[config.mk]
export PLATFORM = sky130hd
export DESIGN_NAME = uart_rx_frame
export DESIGN_NICKNAME = d
export VERILOG_FILES = /design/src/rtl/uart_pkg.sv /design/src/rtl/uart_rx_sampler.sv /design/src/rtl/uart_rx_frame.sv
export SDC_FILE = /design/constraint.sdc
export NUM_CORES = 1
export LEC_CHECK = 0
export CORE_ASPECT_RATIO = 1.4
export CORE_UTILIZATION = 36
export DETAILED_ROUTE_END_ITERATION = 8
export DONT_BUFFER_PORTS = 1
export GPL_ROUTABILITY_DRIVEN = 0
export PLACE_DENSITY_LB_ADDON = 0.25
export SYNTH_ARGS = -nofsm -noshare
export SYNTH_HDL_FRONTEND = slang
export SYNTH_SLANG_ARGS = --single-unit
[constraint.sdc]
create_clock -name clk -period 5.17 [get_ports clk]
set_clock_uncertainty 0.1 [all_clocks]
set_input_delay 1.2925 -clock clk [delete_from_list [all_inputs] [get_ports clk]]
set_output_delay 1.2925 -clock clk [all_outputs]
set_load 0.01 [all_outputs]
[src/rtl/uart_pkg.sv]
// Shared types and constants for the UART receive path.
// The RX_ERR_STICKY_EN build option is handled in uart_rx_frame.
package uart_pkg;

  typedef enum logic [2:0] {
    IDLE   = 3'd0,
    START  = 3'd1,
    DATA   = 3'd2,
    PARITY = 3'd3,
    STOP   = 3'd4
  } rx_state_t;

  localparam int PRESC_8  = 8;
  localparam int PRESC_16 = 16;
  localparam int PRESC_32 = 32;

  localparam logic PAR_EVEN = 1'b0;
  localparam logic PAR_ODD  = 1'b1;

  function automatic logic majority3(input logic a, input logic b, input logic c);
    return (a & b) | (a & c) | (b & c);
  endfunction

  // data_xor is the XOR reduction of the data bits.
  function automatic logic expected_parity(input logic par_typ, input logic data_xor);
    return (par_typ == PAR_ODD) ? ~data_xor : data_xor;
  endfunction

endpackage

[src/rtl/uart_rx_sampler.sv]
// Line synchroniser, per-bit edge counter and 3-point majority sampler.
module uart_rx_sampler
  import uart_pkg::*;
#(
  parameter int PRESC_WIDTH = 6
) (
  input  logic                   clk,
  input  logic                   rst,
  input  logic                   rx_in,
  input  logic                   cnt_en,
  input  logic [PRESC_WIDTH-1:0] presc,
  output logic                   rx_s,
  output logic                   sampled_bit,
  output logic                   sample_done,
  output logic                   bit_end
);

  localparam logic [PRESC_WIDTH-1:0] ONE = PRESC_WIDTH'(1);

  logic                   rx_meta_reg;
  logic                   rx_s_reg;
  logic [PRESC_WIDTH-1:0] edge_cnt_reg;
  logic [PRESC_WIDTH-1:0] edge_cnt_next;
  logic                   samp_a_reg;
  logic                   samp_b_reg;
  logic                   sampled_bit_reg;
  logic [PRESC_WIDTH-1:0] half;
  logic [PRESC_WIDTH-1:0] last_edge;
  logic                   take_a;
  logic                   take_b;

  assign half        = presc >> 1;
  assign last_edge   = presc - ONE;
  assign take_a      = cnt_en && (edge_cnt_reg == half - ONE);
  assign take_b      = cnt_en && (edge_cnt_reg == half);
  assign sample_done = cnt_en && (edge_cnt_reg == half + ONE);
  assign bit_end     = cnt_en && (edge_cnt_reg == last_edge);

  assign rx_s        = rx_s_reg;
  assign sampled_bit = sampled_bit_reg;

  // Synchroniser resets to the idle-high line level so reset never looks like a start bit.
  always_ff @(posedge clk or negedge rst) begin
    if (!rst) begin
      rx_meta_reg <= 1'b1;
      rx_s_reg    <= 1'b1;
    end else begin
      rx_meta_reg <= rx_in;
      rx_s_reg    <= rx_meta_reg;
    end
  end

  always_comb begin
    edge_cnt_next = edge_cnt_reg + ONE;
    if (!cnt_en || bit_end) begin
      edge_cnt_next = '0;
    end
  end

  always_ff @(posedge clk or negedge rst) begin
    if (!rst) begin
      edge_cnt_reg    <= '0;
      samp_a_reg      <= 1'b1;
      samp_b_reg      <= 1'b1;
      sampled_bit_reg <= 1'b1;
    end else begin
      edge_cnt_reg <= edge_cnt_next;
      if (take_a) begin
        samp_a_reg <= rx_s_reg;
      end
      if (take_b) begin
        samp_b_reg <= rx_s_reg;
      end
      if (sample_done) begin
        sampled_bit_reg <= majority3(samp_a_reg, samp_b_reg, rx_s_reg);
      end
    end
  end

endmodule

[src/rtl/uart_rx_frame.sv]
// UART frame receiver: start/data/parity/stop FSM, LSB-first shifter and error checks.
// Define RX_ERR_STICKY_EN to make par_err/stp_err sticky until err_clr.
module uart_rx_frame
  import uart_pkg::*;
#(
  parameter int DATA_WIDTH  = 8,
  parameter int PRESC_WIDTH = 6
) (
  input  logic                   clk,
  input  logic                   rst,
  input  logic                   rx_in,
  input  logic [PRESC_WIDTH-1:0] prescale,
  input  logic                   par_en,
  input  logic                   par_typ,
  input  logic                   err_clr,
  output logic [DATA_WIDTH-1:0]  p_data,
  output logic                   data_vld,
  output logic                   par_err,
  output logic                   stp_err
);

  localparam int BCW = (DATA_WIDTH > 1) ? $clog2(DATA_WIDTH) : 1;
  localparam logic [BCW-1:0] LAST_BIT = BCW'(DATA_WIDTH - 1);

  rx_state_t state_reg;
  rx_state_t state_next;

  logic                   rx_s;
  logic                   sampled_bit;
  logic                   sample_done;
  logic                   bit_end;
  logic                   cnt_en;

  logic [PRESC_WIDTH-1:0] presc_sel;
  logic [PRESC_WIDTH-1:0] presc_reg;
  logic                   par_en_reg;
  logic                   par_typ_reg;
  logic [BCW-1:0]         bit_cnt_reg;
  logic [DATA_WIDTH-1:0]  shift_reg;
  logic [DATA_WIDTH-1:0]  shift_next;
  logic                   have_sample_reg;
  logic                   par_flag_reg;
  logic [DATA_WIDTH-1:0]  p_data_reg;
  logic                   data_vld_reg;
  logic                   par_err_reg;
  logic                   stp_err_reg;

  logic                   start_det;
  logic                   frame_end;
  logic                   stop_bad;
  logic                   frame_ok;

  assign cnt_en = (state_reg != IDLE);

  uart_rx_sampler #(
    .PRESC_WIDTH(PRESC_WIDTH)
  ) u_sampler (
    .clk        (clk),
    .rst        (rst),
    .rx_in      (rx_in),
    .cnt_en     (cnt_en),
    .presc      (presc_reg),
    .rx_s       (rx_s),
    .sampled_bit(sampled_bit),
    .sample_done(sample_done),
    .bit_end    (bit_end)
  );

  // Anything other than 16 or 32 falls back to 8x oversampling.
  always_comb begin
    presc_sel = PRESC_WIDTH'(PRESC_8);
    if (prescale == PRESC_WIDTH'(PRESC_16)) begin
      presc_sel = PRESC_WIDTH'(PRESC_16);
    end else if (prescale == PRESC_WIDTH'(PRESC_32)) begin
      presc_sel = PRESC_WIDTH'(PRESC_32);
    end
  end

  always_ff @(posedge clk or negedge rst) begin
    if (!rst) begin
      state_reg <= IDLE;
    end else begin
      state_reg <= state_next;
    end
  end

  always_comb begin
    state_next = state_reg;
    start_det  = 1'b0;
    frame_end  = 1'b0;
    case (state_reg)
      IDLE: begin
        if (!rx_s) begin
          state_next = START;
          start_det  = 1'b1;
        end
      end
      START: begin
        if (bit_end) begin
          state_next = (have_sample_reg && !sampled_bit) ? DATA : IDLE;
        end
      end
      DATA: begin
        if (bit_end && (bit_cnt_reg == LAST_BIT)) begin
          state_next = par_en_reg ? PARITY : STOP;
        end
      end
      PARITY: begin
        if (bit_end) begin
          state_next = STOP;
        end
      end
      STOP: begin
        if (bit_end) begin
          state_next = IDLE;
          frame_end  = 1'b1;
        end
      end
      default: state_next = IDLE;
    endcase
  end

  genvar gi;
  generate
    for (gi = 0; gi < DATA_WIDTH - 1; gi++) begin : g_shift
      assign shift_next[gi] = shift_reg[gi+1];
    end
  endgenerate
  assign shift_next[DATA_WIDTH-1] = sampled_bit;

  assign stop_bad = !(have_sample_reg && sampled_bit);
  assign frame_ok = !stop_bad && !par_flag_reg;

  always_ff @(posedge clk or negedge rst) begin
    if (!rst) begin
      presc_reg       <= PRESC_WIDTH'(PRESC_8);
      par_en_reg      <= 1'b0;
      par_typ_reg     <= PAR_EVEN;
      bit_cnt_reg     <= '0;
      shift_reg       <= '0;
      have_sample_reg <= 1'b0;
      par_flag_reg    <= 1'b0;
      p_data_reg      <= '0;
      data_vld_reg    <= 1'b0;
    end else begin
      // Frame configuration is frozen at start detection.
      if (start_det) begin
        presc_reg    <= presc_sel;
        par_en_reg   <= par_en;
        par_typ_reg  <= par_typ;
        bit_cnt_reg  <= '0;
        par_flag_reg <= 1'b0;
      end

      if ((state_reg == IDLE) || bit_end) begin
        have_sample_reg <= 1'b0;
      end else if (sample_done) begin
        have_sample_reg <= 1'b1;
      end

      if ((state_reg == DATA) && bit_end) begin
        shift_reg   <= shift_next;
        bit_cnt_reg <= (bit_cnt_reg == LAST_BIT) ? '0 : bit_cnt_reg + BCW'(1);
      end

      if ((state_reg == PARITY) && bit_end) begin
        par_flag_reg <= (sampled_bit != expected_parity(par_typ_reg, ^shift_reg));
      end

      data_vld_reg <= frame_end && frame_ok;
      if (frame_end && frame_ok) begin
        p_data_reg <= shift_reg;
      end
    end
  end

`ifdef RX_ERR_STICKY_EN
  // A new error at frame end takes priority over a coincident clear.
  always_ff @(posedge clk or negedge rst) begin
    if (!rst) begin
      par_err_reg <= 1'b0;
      stp_err_reg <= 1'b0;
    end else begin
      if (frame_end && par_flag_reg) begin
        par_err_reg <= 1'b1;
      end else if (err_clr) begin
        par_err_reg <= 1'b0;
      end
      if (frame_end && stop_bad) begin
        stp_err_reg <= 1'b1;
      end else if (err_clr) begin
        stp_err_reg <= 1'b0;
      end
    end
  end
`else
  logic unused_err_clr;
  assign unused_err_clr = err_clr;

  always_ff @(posedge clk or negedge rst) begin
    if (!rst) begin
      par_err_reg <= 1'b0;
      stp_err_reg <= 1'b0;
    end else begin
      par_err_reg <= frame_end && par_flag_reg;
      stp_err_reg <= frame_end && stop_bad;
    end
  end
`endif

  assign p_data   = p_data_reg;
  assign data_vld = data_vld_reg;
  assign par_err  = par_err_reg;
  assign stp_err  = stp_err_reg;

endmodule

==> impl_metrics.yaml <==
synthesis:
  ys_seq_area_frac: 0.515
  synth_edf_count: 0
  avgSynthCellArea_um2: 12.1
  synth_flop_cell: "dfrtp_1"
  ys_seq_elements: 43
  yosysTopAreaCellShare: 0.440
  synth.area.top_cells: "dfrtp_1 (44%), dfstp_2 (7.5%), mux2_2 (7.0%)"
  ys_types: 37
  yosys.area.top_type: "dfrtp_1"
  synth_cells: 174
  async_flop_share: 1.00
  synth_warnings: 0
  syn_nets: 192
  syn-cell-area_mm2: 0.00210
worst_hold_path:
  hold_class: "flop to flop"
  hp-start: "u_sampler.rx_meta_reg$_DFF_PN1_"
clock_network:
  cts_max_path_buffers: 2
  cts_setup_buffers: 0
  post_cts_resized: 0
  hold_buffers: 0
  cts_tree: "yes"
  clock_latency_ns: 0.29
  cts_sinks: 43
  numCtsBuffers: 5
  htreeDepth: 2
  root_buffer: "clkbuf_8"
  clkTransAtPathRegs_ns: 0.08
grt:
  overflow: 0
  grt_pass1_wl_um: 6160
  grt_max_degree: 44
  antenna_found_initial: 0
  grt_pass1_vias: 1333
  track_usage: 0.134
setup_path:
  path_max_fanout: 12
  worstPathRequired_ns: 5.25
  start_kind: "flop"
  timing.rr.start: "presc_reg[3]$_DFFE_PN1P_"
  r2r_slack_ns: 1.95
  critPathLaunch: "presc_reg[3]$_DFFE_PN1P_"
  arrival_ns: 3.30
  endpoint_kind: "flop"
  crit_type: "flop to flop"
final_layout:
  area_growth_pct: 6.67
  diodes: 0
  drive_gt1_frac: 0.201
  nets: 192
  nFillCells: 546
  final_area_mm2: 0.00224
floorplan:
  die_h_um: 92.4
  io_pins: 23
  dieArea_mm2: 0.00615
  row_count: 32
  initial_core_util: 0.378
  coreArea_mm2: 0.00557
  die_x_um: 66.6
power_and_ir_drop:
  p_switching_mw: 0.330
  leakagePower_nw: 1.10
  power_frac_seq: 0.494
  internal_power_mw: 0.687
  p_clk_frac: 0.211
  p_sw_frac: 0.325
  power_frac_comb: 0.295
  cellPowerDensity_mw_per_mm2: 454
  ir_drop_uv: 222
place:
  placed_area_mm2: 0.00215
  place_hpwl_um: 2660
  io_buffers: 0
route:
  drt-total-wl_um: 3620
  drc_errors: 0
  vias: 1228
  drtIter0Drc: 13
  dr.pass1.iters: 3
  route.antenna.remaining_nets: 0
  wl_per_cell_um: 15.0
  vias_per_cell: 5.07
run_status:
  outcome: "finished, final reports clean"
sta:
  tightest_slew_ns: 0.535
  fin_crit_sh: 0.623
  slew_headroom: 0.644
  fmax_mhz: 311
  finalSetupViolCount: 0
  finalSetupTns_ns: 0
  slew_viol_final: 0
  rsz0062_at_grt: "no"
  final.min_clock_period_ns: 3.22
  hold_viol_final: 0
flow_run:
  cap_violations: 0
[cell usage after synthesis (3+ instances only)]
library cell / count
nand2b_1: 5
mux2_4: 8
clkbuf_1: 4
a21oi_1: 3
mux2_2: 13
xnor2_1: 8
nor3_1: 5
nand2_1: 11
xor2_1: 11
inv_1: 13
dfstp_2: 6
or4_1: 3
nor2_1: 6
ha_1: 6
mux2i_1: 5
o21ai_0: 3
dfrtp_1: 37
[layout by cell type (no fill, tap or decap), types with 3 or more instances in the layout]
| cell type | Yosys | layout |
|---|---|---|
| xnor2_1 | 8 | 8 |
| nor3_1 | 5 | 5 |
| ha_1 | 6 | 6 |
| xor2_1 | 11 | 11 |
| mux2_4 | 8 | 8 |
| nand2b_1 | 5 | 5 |
| inv_1 | 13 | 13 |
| mux2i_1 | 5 | 5 |
| dfstp_2 | 6 | 6 |
| or4_1 | 3 | 3 |
| nand2_1 | 11 | 11 |
| clkbuf_8 | 0 | 6 |
| nor2_1 | 6 | 6 |
| a21oi_1 | 3 | 3 |
| mux2_2 | 13 | 13 |
| dfrtp_1 | 37 | 37 |
| o21ai_0 | 3 | 3 |
[metrics by stage]
| stage | total power, mW | util | instances | hold slack [ns] | setup slack, ns |
|---|---|---|---|---|---|
| floorplan | 0.749 | - | 174 | 0.245 | 2.70 |
| finish | 1.02 | 0.403 | 242 | 0.259 | 1.95 |
| detailed placement | 0.814 | 0.387 | 235 | 0.249 | 1.91 |
| global route | 1.10 | 0.403 | 242 | 0.263 | 1.73 |
| global placement | 0.796 | 0.387 | 235 | 0.246 | 2.04 |
| CTS | 1.03 | 0.403 | 242 | 0.261 | 1.91 |
[power groups by stage]
stage	sequential, mW	clock [mW]	combinational (mW)
2_1_floorplan	0.475	0	0.275
3_3_place_gp	0.506	0	0.290
3_5_place_dp	0.510	0	0.304
4_1_cts	0.503	0.224	0.306
5_1_grt	0.514	0.236	0.346
6_report	0.502	0.215	0.300
[critical path, cell delays in order (launching register included)]
cell	delay, ns
dfstp_2	0.59
inv_1	0.06
ha_1	0.22
xnor3_1	0.38
nand4_1	0.43
or4_1	0.94
mux2_4	0.39
[cells by family after synthesis]
| family | share of synthesized area |
|---|---|
| adders and majority gates | 0.0405 |
| DFF | 0.515 |
| xor gates and xnor gates | 0.101 |
| muxes | 0.151 |
| buffers and inverters | 0.0387 |
| and+or+nand+nor | 0.112 |
| AOI/OAI and AO/OA | 0.0423 |
[area by class of cell]
class,instances,area (um^2),share of cell area
flip-flops and latches,43,1080,0.483
clock buffers,6,82.6,0.0368
well taps,68,85.1,0.0379
inverters,13,48.8,0.0218
clock inverters,1,5.00,0.00223
multi-input cells,111,937,0.418
[path summary, 6_finish.rpt]
check                                         endpoint  cells past startpoint
max reg2reg                      p_data[2]$_DFFE_PN0P_                      6
max in group asynchronous     presc_reg[3]$_DFFE_PN1P_                      0
min reg2reg                   u_sampler.rx_s$_DFF_PN1_                      0
min in group asynchronous  have_sample_reg$_DFFE_PN0P_                      0
max                              p_data[2]$_DFFE_PN0P_                      6
min                           u_sampler.rx_s$_DFF_PN1_                      0
[metal layers]
metal,track usage,vias to the layer above,share of wire
li1,-,586,-
met1,0.141,609,0.40
met2,0.246,27,0.55
met3,0.0369,6,0.034
met4,0.0514,0,0.016
met5,0,-,0
(Power assumes the default switching activity.)
